### config.mk
export PLATFORM = sky130hd
export DESIGN_NAME = regfile_port_arbiter
export DESIGN_NICKNAME = d
export VERILOG_FILES = /design/src/rtl/regfile_port_arbiter.sv
export SDC_FILE = /design/constraint.sdc
export NUM_CORES = 1
export LEC_CHECK = 0
export ABC_AREA = 1
export BUFFER_PORTS_ARGS = -buffer_cell sky130_fd_sc_hd__buf_2
export CAP_MARGIN = 20
export CORE_UTILIZATION = 25
export CTS_BUF_LIST = sky130_fd_sc_hd__clkbuf_8 sky130_fd_sc_hd__clkbuf_16
export DETAILED_ROUTE_END_ITERATION = 10
export PLACE_DENSITY = 0.55
export SKIP_LAST_GASP = 1
export SLEW_MARGIN = 10
export SYNTH_ARGS = -nofsm -noshare
export SYNTH_HDL_FRONTEND = slang
export SYNTH_SLANG_ARGS = --single-unit
export TNS_END_PERCENT = 1
### constraint.sdc
create_clock -name clk -period 4.1 [get_ports clk]
set_input_delay 1.23 -clock clk [delete_from_list [all_inputs] [get_ports clk]]
set_output_delay 1.23 -clock clk [all_outputs]
set_load 0.005 [all_outputs]
### src/rtl/regfile_port_arbiter.sv
// Round-robin share of the reg_file read/write ports between the
// compute sequencer (m0) and the readout/debug port (m1).
module regfile_port_arbiter #(
  parameter int ADDR_W   = 6,
  parameter int DATA_W   = 64,
  parameter int WP_LIMIT = 2
) (
  input  logic              clk,
  input  logic              rst_n,
  input  logic              m0_req,
  input  logic              m0_we,
  input  logic [ADDR_W-1:0] m0_addr,
  input  logic [DATA_W-1:0] m0_wdata,
  output logic              m0_gnt,
  output logic              m0_rvalid,
  output logic [DATA_W-1:0] m0_rdata,
  input  logic              m1_req,
  input  logic              m1_we,
  input  logic [ADDR_W-1:0] m1_addr,
  input  logic [DATA_W-1:0] m1_wdata,
  output logic              m1_gnt,
  output logic              m1_rvalid,
  output logic [DATA_W-1:0] m1_rdata,
  output logic              m1_err,
  output logic [ADDR_W-1:0] rf_raddr,
  input  logic [DATA_W-1:0] rf_rdata,
  output logic [ADDR_W-1:0] rf_waddr,
  output logic [DATA_W-1:0] rf_wdata,
  output logic              rf_wena,
  output logic              busy
);

  logic              lg_q, lg_d;
  logic              v_q, v_d;
  logic              id_q, id_d;
  logic              we_q, we_d;
  logic [ADDR_W-1:0] a_q, a_d;
  logic [DATA_W-1:0] wd_q, wd_d;
  logic              fv_q, fv_d;
  logic [ADDR_W-1:0] fa_q, fa_d;
  logic [DATA_W-1:0] fd_q, fd_d;
  logic              rv0_q, rv0_d;
  logic              rv1_q, rv1_d;
  logic [DATA_W-1:0] rd0_q, rd0_d;
  logic [DATA_W-1:0] rd1_q, rd1_d;

  logic              g0, g1;
  logic              drop, wena, rd_iss;
  logic [DATA_W-1:0] rd_sel;

  // Grant: lone requester wins; on conflict the one not served last.
  always_comb begin
    g0 = rst_n && m0_req && (!m1_req || lg_q);
    g1 = rst_n && m1_req && !g0;
  end

  // Issue-stage decode, write protection and read-data forwarding.
  always_comb begin
    drop   = v_q && id_q && we_q && (int'(a_q) < WP_LIMIT);
    wena   = v_q && we_q && !drop;
    rd_iss = v_q && !we_q;
    rd_sel = (fv_q && fa_q == a_q) ? fd_q : rf_rdata;
  end

  // Next state: load the granted op, track the committing write,
  // steer read data back to the master that issued it.
  always_comb begin
    lg_d  = lg_q;
    v_d   = g0 || g1;
    id_d  = id_q;
    we_d  = we_q;
    a_d   = a_q;
    wd_d  = wd_q;
    unique case (1'b1)
      g0: begin
        lg_d = 1'b0;
        id_d = 1'b0;
        we_d = m0_we;
        a_d  = m0_addr;
        wd_d = m0_wdata;
      end
      g1: begin
        lg_d = 1'b1;
        id_d = 1'b1;
        we_d = m1_we;
        a_d  = m1_addr;
        wd_d = m1_wdata;
      end
      default: ;
    endcase
    fv_d  = wena;
    fa_d  = a_q;
    fd_d  = wd_q;
    rv0_d = rd_iss && !id_q;
    rv1_d = rd_iss && id_q;
    rd0_d = rv0_d ? rd_sel : rd0_q;
    rd1_d = rv1_d ? rd_sel : rd1_q;
  end

  // State registers; reset discards the in-flight op and read return.
  always_ff @(posedge clk or negedge rst_n) begin
    if (!rst_n) begin
      lg_q  <= 1'b1;
      v_q   <= 1'b0;
      id_q  <= 1'b0;
      we_q  <= 1'b0;
      a_q   <= '0;
      wd_q  <= '0;
      fv_q  <= 1'b0;
      fa_q  <= '0;
      fd_q  <= '0;
      rv0_q <= 1'b0;
      rv1_q <= 1'b0;
      rd0_q <= '0;
      rd1_q <= '0;
    end else begin
      lg_q  <= lg_d;
      v_q   <= v_d;
      id_q  <= id_d;
      we_q  <= we_d;
      a_q   <= a_d;
      wd_q  <= wd_d;
      fv_q  <= fv_d;
      fa_q  <= fa_d;
      fd_q  <= fd_d;
      rv0_q <= rv0_d;
      rv1_q <= rv1_d;
      rd0_q <= rd0_d;
      rd1_q <= rd1_d;
    end
  end

  assign m0_gnt    = g0;
  assign m1_gnt    = g1;
  assign m0_rvalid = rv0_q;
  assign m1_rvalid = rv1_q;
  assign m0_rdata  = rd0_q;
  assign m1_rdata  = rd1_q;
  assign m1_err    = drop;
  assign rf_raddr  = a_q;
  assign rf_waddr  = a_q;
  assign rf_wdata  = wd_q;
  assign rf_wena   = wena;
  assign busy      = v_q;

endmodule
==> run_results.csv <==
group,metric,value,unit
run_status,status,"finished, final reports clean",
setup_path,end_kind,"output pin",
timing,finalSetupViolCount,0,
floorplanning,fp.coreArea,47900,µm²
floorplanning,boundaryPins,421,
routing,avgViaCountPerCell,4.53,
place,dp_hpwl,28700,µm
final_layout,layout-drive-gt1-share,37.7,%
synth,syn-cell-area,12200,µm²
synth,yosys_register_bits,275,
synth,synth_fp_nets,1494,
cts,ctsResizeCount,0,
synth,synth.distinct_cells,30,
timing,fin_skew,0.0239,ns
global_routing,antenna_found_initial,11,
cts,cts_root_buf,"clkbuf_16",
synth,postSynthAreaPerCell,9.49,µm²
routing,final_antenna_net_count,0,
power,power_frac_seq,42.8,%
power,power_density,550,nW/µm²
setup_path,path_class,"input pin to output pin",
routing,num_vias,10500,
global_routing,grt_pass1_vias,10500,
cts,postCtsSetupBuffers,0,
floorplanning,die_area,49600,µm²
routing,wl_per_cell,18.6,µm
final_layout,final_nets,1891,
global_routing,grt-ovfl-total,0,
setup_path,critPathMaxFanout,37,
power,swShare,31.8,%
setup_path,endpoint,"m1_gnt",
synth,yosysTopAreaCell,"dfrtp_1",
setup_path,reg2reg_depth,8,
final_layout,syn_to_final_growth,30.4,%
synth,synth_top_area_share,56.3,%
final_layout,fin_area,15900,µm²
global_routing,track_usage,17.3,%
setup_path,crit_start,"rst_n",
timing,max_slew_margin,32.9,%
place,io_buffers,420,
timing,finalSetupTns,0,ns
place,place_congestion,0.831,
synth,ys.warnings.count,0,
min_path,holdCritPathClass,"flop to flop",
timing,finalCritPeriodShare,81.8,%
routing,dr.pass1.iters,7,
routing,wl,43200,µm
setup_path,crit_required,2.87,ns
floorplanning,die_h,223,µm
cts,clk_latency,0.54,ns
power,clkPwrFrac,34.4,%
synth,netlist_instances,1284,
cts,cts_buffers,34,
timing,rsz0062_at_grt,"no",
timing,worstMarginPinSlew,1.01,ns
power,comb_power_share,22.8,%
timing,report.final.slew_viol_count,0,
power,p_int,5.96,mW
floorplanning,rows,80,
run,cap_violations,0,
floorplanning,die_w,223,µm
synth,seq_area_frac_synth,56.5,%
setup_path,reg2reg_slack,1.74,ns
setup_path,crit_arrival,2.13,ns
cts,htreeDepth,2,
global_routing,grt_max_degree,165,
floorplanning,start_util,25.4,%
cts,tritoncts,"built",
cts,cts.sinks,275,
timing,hold_viol_final,0,
timing,max_freq,298,MHz
global_routing,grt_pass1_wl,64800,µm
timing,post-route-min-period,3.36,ns
place,place_area,14700,µm²
power,vdd_drop_max,268,µV
power,leakage,8.23,nW
setup_path,start_kind,"input pin",
cts,clk_pin_slew,0.06,ns
setup_path,crit-reg2reg-capture,"m0_rdata[1]",
cts,clockBufferDepth,3,
cts,hold_buffers,0,
power,p_sw,2.78,mW
routing,drcViolationCount,0,
synth,netlist_top_cells_area,"dfrtp_1, nand2_1, nand3_1",
routing,first_iter_violations,580,
setup_path,regToRegStartpoint,"rf_raddr[1]",
## cell families (layout without fill, tap and decap cells)
family / Yosys count / in the layout / share of synthesized area (%)
AO/OA/AOI/OAI: 100 / 100 / 7.47
other: 0 / 9 / 0
AND/OR/NAND/NOR: 739 / 739 / 28.4
buffers and inverters: 170 / 590 / 7.59
flip-flops: 275 / 275 / 56.5
## per-layer routing
| layer | track usage, % | routed length, µm | vias to the layer above |
|---|---|---|---|
| met5 | 0 | 25 | - |
| met4 | 8.10 | 1620 | 4 |
| met3 | 2.95 | 2240 | 94 |
| met2 | 28.5 | 20900 | 354 |
| met1 | 22.0 | 18500 | 5167 |
| li1 | - | - | 4921 |
## stage by stage
step / instances / setup slack [ns] / hold slack [ns] / total power, mW / util [%]
floorplan: 1284 / 1.06 / 0.396 / 4.73 / -
global placement: 2258 / 0.712 / 0.384 / 5.76 / 30.7
detailed placement: 2258 / 0.679 / 0.387 / 5.80 / 30.7
CTS: 2317 / 0.728 / 0.401 / 8.88 / 33.0
global route: 2328 / 0.664 / 0.411 / 9.23 / 33.1
finish: 2328 / 0.745 / 0.395 / 8.74 / 33.1
## power by group through the flow
stage	clock network, mW	logic [mW]	registers (mW)
finish	3.01	2.00	3.74
global placement	0	2.00	3.76
global route	3.20	2.22	3.82
detailed placement	0	2.02	3.78
floorplan	0	0.967	3.76
CTS	3.11	2.03	3.74
## cell usage in the layout, fill, tap and decap left out, drive strengths merged
cell	instances
nor2	19
clkbuf	42
o21ai	27
bufinv	2
o21bai	64
nand3	248
dfstp	1
a21oi	3
o22ai	2
buf	440
nand4	1
clkinvlp	4
clkinv	4
inv	98
o211ai	4
nand2	468
diode	9
dfrtp	274
nor3	2
nor4	1
## worst min path at each step
stage / end / slack [ns] / depth (start not counted) / from
floorplan: fd_q[0] / 0.40 / 0 / rf_wdata[0]
global placement: fd_q[44] / 0.38 / 0 / rf_wdata[44]
detailed placement: fd_q[2] / 0.39 / 0 / rf_wdata[2]
CTS: fd_q[19] / 0.40 / 0 / rf_wdata[19]
global route: fd_q[19] / 0.41 / 0 / rf_wdata[19]
finish: fd_q[44] / 0.39 / 0 / rf_wdata[44]
## worst max-delay path, cell delays in order
cell,delay (ns)
buf_8,0.26
nand2_1,0.18
a21oi_4,0.22
nor2_4,0.05
buf_2,0.13
## cell type report
cell class              instances  area, µm²
fillers                      4993      32100
flip-flops and latches        275       6880
multi-input cells             839       4410
repair buffers                440       2340
clock buffers                  42        972
well taps                     615        769
inverters                      91        342
clock inverters                17        141
diodes                          9       22.5
## registers in the layout, indices dropped and copies added, names as in the netlist, 6 cells and up
name,flops
m0_rdata,64
fd_q,64
rf_wdata,64
rf_raddr,6
fa_q,6
m1_rdata,64
## synth_stat cells
library cell	instances
nand2_1	464
dfrtp_1	274
nand3_1	186
inv_1	79
nand3_2	62
o21bai_2	60
clkbuf_1	24
buf_4	20
o21ai_0	18
buf_2	17
nor2_1	15
inv_2	12
buf_6	11
o21ai_1	8
buf_12	6
o211ai_1	4
o21bai_1	4
nand2_2	3
a21oi_2	2
nor2_2	2
nor2_8	2
nor3_2	2
o22ai_1	2
a21oi_1	1
clkbuf_8	1
dfstp_2	1
nand2_4	1
nand4_1	1
nor4_1	1
o21ai_2	1
(Power assumes the default switching activity.)
